**config.mk**
```make
export PLATFORM = sky130hd
export DESIGN_NAME = cpu_sequencer_flat
export DESIGN_NICKNAME = d
export VERILOG_FILES = /design/src/rtl/cpu_sequencer_if.sv /design/src/rtl/cpu_sequencer.sv /design/src/flat_wrapper.sv
export SDC_FILE = /design/constraint.sdc
export NUM_CORES = 1
export LEC_CHECK = 0
export CAP_MARGIN = 20
export CORE_ASPECT_RATIO = 0.9
export CORE_MARGIN = 2
export CORE_UTILIZATION = 50
export DETAILED_ROUTE_END_ITERATION = 6
export GPL_TIMING_DRIVEN = 0
export HOLD_SLACK_MARGIN = 0.05
export PLACE_DENSITY_LB_ADDON = 0.2
export SETUP_SLACK_MARGIN = 0.5
export SKIP_CTS_REPAIR_TIMING = 1
export SLEW_MARGIN = 10
export SYNTH_ARGS = -nofsm -noshare
export SYNTH_HDL_FRONTEND = slang
export SYNTH_SLANG_ARGS = --single-unit
```
**constraint.sdc**
```tcl
create_clock -name clk -period 2.5 [get_ports clk]
set_clock_uncertainty 0.2 [all_clocks]
set_input_delay 0.25 -clock clk [delete_from_list [all_inputs] [get_ports clk]]
set_output_delay 0.25 -clock clk [all_outputs]
set_load 0.005 [all_outputs]
```
**src/rtl/cpu_sequencer_if.sv**
```systemverilog
// rtl/cpu_sequencer_if.sv - memory request handshake between the sequencer and the memory port.
interface cpu_sequencer_if;
  logic mem_req;
  logic mem_we;
  logic addr_sel;
  logic mem_ack;

  modport master (
    output mem_req,
    output mem_we,
    output addr_sel,
    input  mem_ack
  );

  modport slave (
    input  mem_req,
    input  mem_we,
    input  addr_sel,
    output mem_ack
  );
endinterface

```
**src/rtl/cpu_sequencer.sv**
```systemverilog
// rtl/cpu_sequencer.sv - multi-cycle CPU control sequencer with memory timeout fault.
// Register-load enables are decoded from state and mem_ack so loads land on the transition edge.
module cpu_sequencer #(
  parameter int TIMEOUT_CYCLES = 15,
  parameter int RETIRE_WIDTH   = 16
) (
  input  logic                    clk,
  input  logic                    rst,
  cpu_sequencer_if.master         mem,
  input  logic                    op_load,
  input  logic                    op_store,
  input  logic                    op_halt,
  output logic                    pc_en,
  output logic                    ir_en,
  output logic                    mar_en,
  output logic                    mdr_en,
  output logic                    rf_we,
  output logic [2:0]              state,
  output logic                    fault,
  output logic                    halted,
  output logic [RETIRE_WIDTH-1:0] retired
);

  typedef enum logic [2:0] {
    S_RESET  = 3'd0,
    S_FETCH  = 3'd1,
    S_DECODE = 3'd2,
    S_EXEC   = 3'd3,
    S_MEM    = 3'd4,
    S_WB     = 3'd5,
    S_HALT   = 3'd6,
    S_FAULT  = 3'd7
  } state_t;

  localparam logic [7:0] WAIT_LAST = 8'(TIMEOUT_CYCLES - 1);

  state_t                  r_state;
  state_t                  w_next;
  logic [7:0]              r_wait;
  logic                    r_is_store;
  logic                    r_fault;
  logic [RETIRE_WIDTH-1:0] r_retired;

  logic w_req;
  logic w_we;
  logic w_addr_sel;
  logic w_pc_en;
  logic w_ir_en;
  logic w_mar_en;
  logic w_mdr_en;
  logic w_rf_we;
  logic w_timeout;
  logic w_mem_phase;

  assign w_timeout   = (r_wait == WAIT_LAST);
  assign w_mem_phase = (r_state == S_FETCH) || (r_state == S_MEM);

  always_comb begin
    w_next     = r_state;
    w_req      = 1'b0;
    w_we       = 1'b0;
    w_addr_sel = 1'b0;
    w_pc_en    = 1'b0;
    w_ir_en    = 1'b0;
    w_mar_en   = 1'b0;
    w_mdr_en   = 1'b0;
    w_rf_we    = 1'b0;
    case (r_state)
      S_RESET: w_next = S_FETCH;
      S_FETCH: begin
        w_req = 1'b1;
        if (mem.mem_ack) begin
          w_ir_en = 1'b1;
          w_next  = S_DECODE;
        end else if (w_timeout) begin
          w_next = S_FAULT;
        end
      end
      S_DECODE: begin
        if (op_halt) begin
          w_next = S_HALT;
        end else if (op_load || op_store) begin
          w_mar_en = 1'b1;
          w_next   = S_MEM;
        end else begin
          w_next = S_EXEC;
        end
      end
      S_EXEC: begin
        w_rf_we = 1'b1;
        w_pc_en = 1'b1;
        w_next  = S_FETCH;
      end
      S_MEM: begin
        // Request, direction and address source stay fixed for the whole access.
        w_req      = 1'b1;
        w_addr_sel = 1'b1;
        w_we       = r_is_store;
        if (mem.mem_ack) begin
          if (r_is_store) begin
            w_pc_en = 1'b1;
            w_next  = S_FETCH;
          end else begin
            w_mdr_en = 1'b1;
            w_next   = S_WB;
          end
        end else if (w_timeout) begin
          w_next = S_FAULT;
        end
      end
      S_WB: begin
        w_rf_we = 1'b1;
        w_pc_en = 1'b1;
        w_next  = S_FETCH;
      end
      S_HALT:  w_next = S_HALT;
      S_FAULT: w_next = S_FAULT;
      default: w_next = S_FAULT;
    endcase
  end

  always_ff @(posedge clk) begin
    if (rst) begin
      r_state    <= S_RESET;
      r_wait     <= 8'd0;
      r_is_store <= 1'b0;
      r_fault    <= 1'b0;
      r_retired  <= '0;
    end else begin
      r_state <= w_next;
      if (w_next != r_state) begin
        r_wait <= 8'd0;
      end else if (w_mem_phase && !mem.mem_ack) begin
        r_wait <= r_wait + 8'd1;
      end
      if (w_mar_en) begin
        r_is_store <= op_store;
      end
      if (w_next == S_FAULT) begin
        r_fault <= 1'b1;
      end
      if (w_pc_en) begin
        r_retired <= r_retired + RETIRE_WIDTH'(1);
      end
    end
  end

  // Enables are masked by rst so a late ack during reset cannot load IR or MDR.
  assign pc_en  = w_pc_en  & ~rst;
  assign ir_en  = w_ir_en  & ~rst;
  assign mar_en = w_mar_en & ~rst;
  assign mdr_en = w_mdr_en & ~rst;
  assign rf_we  = w_rf_we  & ~rst;

  assign mem.mem_req  = w_req;
  assign mem.mem_we   = w_we;
  assign mem.addr_sel = w_addr_sel;

  assign state   = r_state;
  assign fault   = r_fault;
  assign halted  = (r_state == S_HALT);
  assign retired = r_retired;

endmodule

```
**src/flat_wrapper.sv**
```systemverilog
// flat-port wrapper written by rule: the top's interface ports become plain ports
module cpu_sequencer_flat 
#(
  parameter int TIMEOUT_CYCLES = 15,
  parameter int RETIRE_WIDTH   = 16
)
  (clk, rst, op_load, op_store, op_halt, pc_en, ir_en, mar_en, mdr_en, rf_we, state, fault, halted, retired, mem_mem_req, mem_mem_we, mem_addr_sel, mem_mem_ack);
  cpu_sequencer_if mem_i ();
  input  logic clk;
  input  logic rst;
  input  logic op_load;
  input  logic op_store;
  input  logic op_halt;
  output logic pc_en;
  output logic ir_en;
  output logic mar_en;
  output logic mdr_en;
  output logic rf_we;
  output logic [2:0] state;
  output logic fault;
  output logic halted;
  output logic [RETIRE_WIDTH-1:0] retired;
  output wire logic [$bits(mem_i.mem_req)-1:0] mem_mem_req;
  output wire logic [$bits(mem_i.mem_we)-1:0] mem_mem_we;
  output wire logic [$bits(mem_i.addr_sel)-1:0] mem_addr_sel;
  input wire logic [$bits(mem_i.mem_ack)-1:0] mem_mem_ack;
  assign mem_mem_req = mem_i.mem_req;
  assign mem_mem_we = mem_i.mem_we;
  assign mem_addr_sel = mem_i.addr_sel;
  assign mem_i.mem_ack = mem_mem_ack;
  cpu_sequencer #(.TIMEOUT_CYCLES(TIMEOUT_CYCLES), .RETIRE_WIDTH(RETIRE_WIDTH)) u_core (.clk(clk), .rst(rst), .mem(mem_i), .op_load(op_load), .op_store(op_store), .op_halt(op_halt), .pc_en(pc_en), .ir_en(ir_en), .mar_en(mar_en), .mdr_en(mdr_en), .rf_we(rf_we), .state(state), .fault(fault), .halted(halted), .retired(retired));
endmodule
```
== After elaboration in Yosys (flattened, before gate mapping) ==
Cells that the tools add are included.

* Add/subtract/negate cells: 2
* Equality and inequality tests: 10
* Mux-type cells: 22
* Bitwise gates (word level): 6
* Reduce and logical (&&, ||, !) cells: 9

{| class="wikitable"
|+ Operators by type and width
! cell !! number
|-
| two-way mux 3 bit || 6
|-
| one-hot mux 3 bit (6 select lines) || 1
|-
| adder 16 x 1 -> 16 bit, second input constant || 1
|-
| == test 3 bit, second input constant || 5
|-
| two-way mux 1 bit || 14
|-
| adder 8 x 1 -> 8 bit, second input constant || 1
|-
| == test 8 x 4 -> 1 bit, second input constant || 1
|-
| == test 3 x 2 -> 1 bit, second input constant || 2
|-
| OR reduction 2 bit || 3
|-
| AND 1 bit || 5
|-
| == test 3 x 1 -> 1 bit, second input constant || 1
|-
| logical NOT 3 bit || 1
|-
| inequality test 3 bit || 1
|-
| OR reduction 3 bit || 1
|-
| logical OR 1 bit || 2
|-
| one-hot mux 1 bit (2 select lines) || 1
|-
| logical AND 1 bit || 1
|-
| logical NOT 1 bit || 1
|-
| NOT 1 bit || 1
|}

* Register bits after elaboration: 29
* Output and inout port bits: 29

== Logic depth before layout (Yosys ltp) ==
Gate-level depths: netlist of run 1.

* Depth after elaboration: 6
* Gate-level depth with buffers: 6
* Depth with buffers taken out: 6

== Least setup slack after synthesis of run 1 ==
Ideal clock, no wire load.

* Path kind: register to register
* From: register u_core.r_retired[0], in the netlist u_core.retired[0]
* To: register u_core.r_retired[10], in the netlist u_core.retired[10]
* Setup time: 0.070 ns
* Data arrival time: 1.564 ns
* Slack: 0.665 ns
* Stages on the path, launching flop included: 7
* Clock period less this slack: 1.835 ns
* Path through: dfxtp_1 -> ha_1 -> and3_1 -> a2bb2oi_2 -> buf_6 -> or4_1 -> a21oi_1

* Cells in the longest elaborated chain, start to end: 1

{| class="wikitable"
|+ Ends and longest elaborated chain
! what !! RTL line !! RTL
|-
| from (decl) || cpu_sequencer.sv:42 || <nowiki>logic [RETIRE_WIDTH-1:0] r_retired;</nowiki>
|-
| from (signal assigned) || cpu_sequencer.sv:143 || <nowiki>r_retired <= r_retired + RETIRE_WIDTH'(1);</nowiki>
|-
| adder 16 x 1 -> 16 bit || cpu_sequencer.sv:143 ||
|}

Every way passes these cells.
A chain may end at the register's enable or synchronous reset.

== Worst setup path in the final report of run 1 ==
* From: register u_core.r_state[0], in the netlist u_core.state[0]
* To: output port ir_en

* Cells in the longest elaborated chain, start to end: 3

{| class="wikitable"
|+ Ends and longest elaborated chain
! what !! RTL line !! RTL
|-
| from (decl) || cpu_sequencer.sv:37 || <nowiki>state_t r_state;</nowiki>
|-
| from (signal assigned) || cpu_sequencer.sv:130 || <nowiki>r_state <= w_next;</nowiki>
|-
| == test 3 x 1 -> 1 bit || cpu_sequencer.sv:68 || <nowiki>case (r_state)</nowiki>
|-
| two-way mux 1 bit || cpu_sequencer.sv:68 ||
|-
| AND 1 bit || cpu_sequencer.sv:150 || <nowiki>assign ir_en = w_ir_en & ~rst;</nowiki>
|-
| to (decl) || flat_wrapper.sv:15 || <nowiki>output logic ir_en;</nowiki>
|}

Every way passes these cells.

==> metrics.yaml, run 1 <==
global_route:
  grt_use_total_pct: 25.2
  grt_max_degree: 11
  antenna_found_initial: 0
  use_met1_pct: 31.2
  grt_pass1_vias: 1589
  met2_usage_pct: 39.6
  met3_usage_pct: 7.07
  overflow: 0
  grt_pass1_wl_mm: 7.35
  grt-busiest-layer: "met2"
worst_setup_path:
  max_stage_delay_ns: 0.51
  startpoint: "u_core.state[0]$_SDFF_PP0_"
  worst_setup_path_start_kind: "flip-flop"
  critPathMaxFanout: 10
  reg2reg_to: "u_core.retired[5]$_SDFFE_PP0P_"
  slowest_stage: "clkdlybuf4s50_1"
  r2r_start: "u_core.state[2]$_SDFF_PP0_"
  rr_worst_depth: 8
  crit_path_end: "ir_en"
  cp_data_arrival_time_ns: 1.87
  worstSetupEndpointType: "primary output"
  crit_type: "reg -> out"
  timing.reg2reg.setup_slack_ns: 0.43
  path_cells: "buf_6, nor4bb_4, nor2b_1, clkdlybuf4s50_1"
  critPathRequiredTime_ns: 2.05
synth:
  avgSynthCellArea_um2: 8.57
  post_synth_num_cell_types: 49
  synth.top_cells.by_count: "29 x dfxtp_1, 17 x nor2_1, 14 x a21oi_1"
  synth_nets: 204
  yosysWarnings: 0
  yosys.area.top_type_share_pct: 34.8
  yosysMostFrequentCell: "dfxtp_1"
  synthTopCellsByArea: "dfxtp_1 35%, a21oi_1 4.2%, nor2_1 3.8%, nor3_1 3.3%, xnor2_1 3.1%"
  synth_flop_cell: "dfxtp_1"
  synth_edf_count: 0
  ys_seq_elements: 29
  syn_area_um2: 1670
  synthArstFlopShare_pct: 0
  syn_inst: 195
  ys_seq_area_share_pct: 34.8
  synth_top_cell_by_area: "dfxtp_1"
power:
  p_leak_nw: 1.12
  p_total_mw: 1.21
  powerDensity_nw_per_um2: 465
  ir_drop_v: 0.000455
clocking:
  cts_buffer_depth: 2
  clk_latency_ns: 0.28
  path_clk_slew_ns: 0.07
  cts_sinks: 29
  cts_tree: "yes"
  cts_buffers: 5
  cts_root_buf: "clkbuf_8"
  htree_num_levels: 2
die:
  initial_core_util_pct: 53.6
  io_pins: 35
  die_area_um2: 3820
  core_area_um2: 3110
  fp.dieW_um: 64.9
  dieHeight_um: 58.8
  rows: 19
sta:
  period_share_pct: 92.8
  finalHoldViolations: 0
  min_period_ns: 2.32
  tns_ns: 0
  max_slew_margin_pct: 64.5
  tightest_slew_ns: 0.531
  rsz0062_at_grt: "yes"
  max_freq_ghz: 0.431
  report.final.slew_viol_count: 0
  setup_viol: 0
placed_design:
  dp_hpwl_mm: 3.03
  routabilityCongestion: 0.874
  port_buffers: 34
detailed_routing:
  antenna_left: 0
  wire_per_inst_um: 19.0
  drt_iter0_markers: 169
  routed_wl_mm: 5.69
  via_per_inst: 6.20
  drt-pass1-iter-count: 4
  drcViolationCount: 0
  route.vias.total: 1854
finish:
  nNetsFinal: 265
  layout-drive-gt1-share_pct: 28.8
  n_antenna_cell: 0
  area_delta_synth_final_pct: 56.2
min_path:
  hold_class: "in -> reg"
flow_run:
  drv_cap: 0
outcome:
  status: "finished clean"
routing by layer:
| layer | wire length [µm] | share of wire [%] |
|---|---|---|
| met3 | 381 | 6.7 |
| met4 | 185 | 3.3 |
| met2 | 2760 | 48 |
| met1 | 2360 | 42 |
| met5 | 0 | 0 |
worst max-delay path, delay by kind of cell, from the launching register on:
| family | cells | cell delay, ns |
|---|---|---|
| DFF | 1 | 0.39 |
| and+or+nand+nor | 2 | 0.52 |
| buffers and inverters | 2 | 0.67 |
layout make-up:
cell class              instances  area [µm²]
flip-flops and latches         29         593
multi-input cells             148        1170
fillers                       169         505
clock inverters                 1        30.0
well taps                      42        52.6
inverters                       7        28.8
plain buffers                  11         124
clock buffers                   7        86.3
repair buffers                 54         519
sequential cells by signal, summed over array words and instances, names as in the netlist:
signal,flops
u_core.fault,1
u_core.r_is_store,1
u_core.r_wait,8
u_core.retired,16
u_core.state,3
stage by stage:
| step | area (µm²) | hold WS, ns | util, % | worst slack [ns] | std cells |
|---|---|---|---|---|---|
| after floorplan | 1670 | 0.210 | - | 0.665 | 195 |
| after global placement | 2060 | 0.263 | 66.3 | -0.258 | 271 |
| after detailed placement | 2060 | 0.269 | 66.3 | -0.284 | 271 |
| after CTS | 2180 | 0.281 | 70.0 | -0.302 | 279 |
| after global routing | 2610 | 0.234 | 83.8 | 0.118 | 299 |
| final | 2610 | 0.219 | 83.8 | 0.180 | 299 |
layout by cell type, fill, tap and decap left out, types with 7 or more instances in the layout:
master / instances
a21oi_1: 13
buf_4: 18
buf_6: 8
clkdlybuf4s50_1: 24
dfxtp_1: 23
dlymetal6s2s_1: 9
nand2_1: 10
nor2_1: 17
nor3_1: 10
o21ai_0: 7
where the power goes:
part	internal (mW)	switching, mW
Combinational	0.110	0.111
Clock	0.325	0.188
Sequential	0.469	0.00933
Total	0.904	0.309
cell families after synthesis:
group,Yosys count,synth area share [%]
adders and majority gates,3,2.25
DFF,29,34.8
AOI/OAI and AO/OA,40,16.5
and+or+nand+nor,89,31.2
muxes,5,3.30
buffers and inverters,18,5.84
xor gates and xnor gates,11,6.22
how the worst min path moves through the flow:
stage               slack (ns)  cells past startpoint                      start                        endpoint
global route              0.23                      3                        rst      u_core.state[0]$_SDFF_PP0_
floorplan                 0.21                      2                   op_store  u_core.r_is_store$_SDFFE_PP0P_
detailed placement        0.27                      2  u_core.fault$_SDFFE_PP0N_       u_core.fault$_SDFFE_PP0N_
CTS                       0.28                      2  u_core.fault$_SDFFE_PP0N_       u_core.fault$_SDFFE_PP0N_
finish                    0.22                      3                        rst      u_core.state[0]$_SDFF_PP0_
global placement          0.26                      2  u_core.fault$_SDFFE_PP0N_       u_core.fault$_SDFFE_PP0N_
Power figures use the tool's default switching activity.
==> run 2: changes to the inputs <==
--- a/config.mk
+++ b/config.mk
@@ -8,10 +8,11 @@
 export CAP_MARGIN = 20
 export CORE_ASPECT_RATIO = 0.9
 export CORE_MARGIN = 2
-export CORE_UTILIZATION = 50
+export CORE_UTILIZATION = 53
+export CTS_BUF_LIST = sky130_fd_sc_hd__clkbuf_8
+export CTS_CLUSTER_SIZE = 30
 export DETAILED_ROUTE_END_ITERATION = 6
 export GPL_TIMING_DRIVEN = 0
-export HOLD_SLACK_MARGIN = 0.05
 export PLACE_DENSITY_LB_ADDON = 0.2
 export SETUP_SLACK_MARGIN = 0.5
 export SKIP_CTS_REPAIR_TIMING = 1
==> run 2 against run 1 <==
Effect of this change:
- clock power down 23%
- global-route usage shrank 0.84 points
- largest power group is now registers
- count of clock-buffer cells in the layout fell by 1
- power is 11% lower
- worst setup slack gained 0.19 ns
==> metrics.yaml, run 2 (same netlist as run 1, synthesis figures left out) <==
placed_design:
  port_buffers: 34
  pre_cts_slack_ns: -0.224
  dp_hpwl_mm: 3.00
  routabilityCongestion: 0.877
clocking:
  cts_buffers: 5
  cts_sinks: 29
  cts_root_buf: "clkbuf_8"
  path_clk_slew_ns: 0.07
  clk_latency_ns: 0.30
  cts_buffer_depth: 2
  cts_tree: "yes"
  htree_num_levels: 2
sta:
  period_share_pct: 85.1
  max_freq_ghz: 0.470
  setup_viol: 0
  rsz0062_at_grt: "yes"
  max_slew_margin_pct: 72.1
  report.final.slew_viol_count: 0
  min_period_ns: 2.13
  setup_ws_ns: 0.373
  finalHoldViolations: 0
  tightest_slew_ns: 0.415
global_route:
  antenna_found_initial: 0
  grt_use_total_pct: 24.4
  overflow: 0
  grt_max_degree: 11
  grt_pass1_vias: 1576
  grt_pass1_wl_mm: 6.88
die:
  initial_core_util_pct: 55.3
  io_pins: 35
  fp.dieW_um: 63.2
  core_area_um2: 3020
  die_area_um2: 3620
  rows: 19
  dieHeight_um: 57.3
detailed_routing:
  wire_per_inst_um: 18.1
  drcViolationCount: 0
  via_per_inst: 6.06
  drt-pass1-iter-count: 4
  route.vias.total: 1763
  antenna_left: 0
  drt_iter0_markers: 184
  routed_wl_mm: 5.28
worst_setup_path:
  worstSetupEndpointType: "primary output"
  slowest_stage: "dfxtp_2"
  path_cells: "buf_6, buf_6, xor2_4, buf_6, a2bb2oi_4, buf_6, nor2_1, clkbuf_2"
  timing.reg2reg.setup_slack_ns: 0.43
  max_stage_delay_ns: 0.33
  rr_worst_depth: 7
  critPathBufInv: 5
  critPathRequiredTime_ns: 2.05
  worstSetupPathDepth: 8
  cp_data_arrival_time_ns: 1.68
  crit_type: "reg -> out"
  cpMostUsedCell: "buf_6"
  worst_setup_path_start_kind: "flip-flop"
  cp_top_family: "buffers and inverters"
  critPathMaxFanout: 6
power:
  p_leak_nw: 1.04
  powerDensity_nw_per_um2: 434
  ir_drop_v: 0.000438
finish:
  nNetsFinal: 258
  largest_reg_flops: 16
  area_delta_synth_final_pct: 49.7
  fin_util_pct: 82.8
  layout-drive-gt1-share_pct: 25.7
  layout_commonest_cell: "dfxtp_1"
  final_cell_mix: "25 x dfxtp_1, 23 x clkdlybuf4s50_1, 17 x nor2_1"
  n_antenna_cell: 0
min_path:
  hold_class: "in -> reg"
  holdPathStages: 3
outcome:
  status: "finished clean"
flow_run:
  drv_cap: 0
==> run 2: cell type report <==
class,instances,area [µm²]
fillers,176,519
repair buffers,47,463
well taps,42,52.6
plain buffers,11,128
clock buffers,6,82.6
multi-input cells,148,1150
flip-flops and latches,29,591
clock inverters,1,3.75
inverters,7,28.8
==> run 2: report_power, final <==
part           switching, mW  internal (mW)
Combinational          0.106          0.104
Sequential           0.00954          0.469
Clock                  0.183          0.214
==> run 2: worst register-to-register path: stages (launching register included) <==
cell,delay (ns)
dfxtp_2,0.33
buf_6,0.13
buf_6,0.12
xor2_4,0.19
buf_6,0.14
a2bb2oi_4,0.07
nor4_1,0.40
mux2_2,0.37
==> run 2: metal layers <==
layer  GRT usage, %  share of wire (%)  wire length [µm]
met5              0                  0                 0
met4           10.9                1.8                94
met1           30.2                 42              2230
met3           7.10                6.9               363
met2           40.0                 49              2590
==> run 2: final timing paths <==
path	from	to
max	u_core.state[2]$_SDFF_PP0_	pc_en
min	rst	u_core.state[0]$_SDFF_PP0_
max reg2reg	u_core.state[2]$_SDFF_PP0_	u_core.retired[15]$_SDFFE_PP0P_
min reg2reg	u_core.fault$_SDFFE_PP0N_	u_core.fault$_SDFFE_PP0N_
==> run 2: stage by stage <==
stage	instances	instance area (µm²)	hold slack, ns	setup TNS [ns]	power, mW
finish	291	2500	0.189	0	1.08
CTS	278	2150	0.275	-1.09	1.01
detailed placement	271	2060	0.262	-0.819	0.623
floorplan	195	1670	0.210	0	0.571
global route	291	2500	0.197	0	1.12
global placement	271	2060	0.252	-0.730	0.619
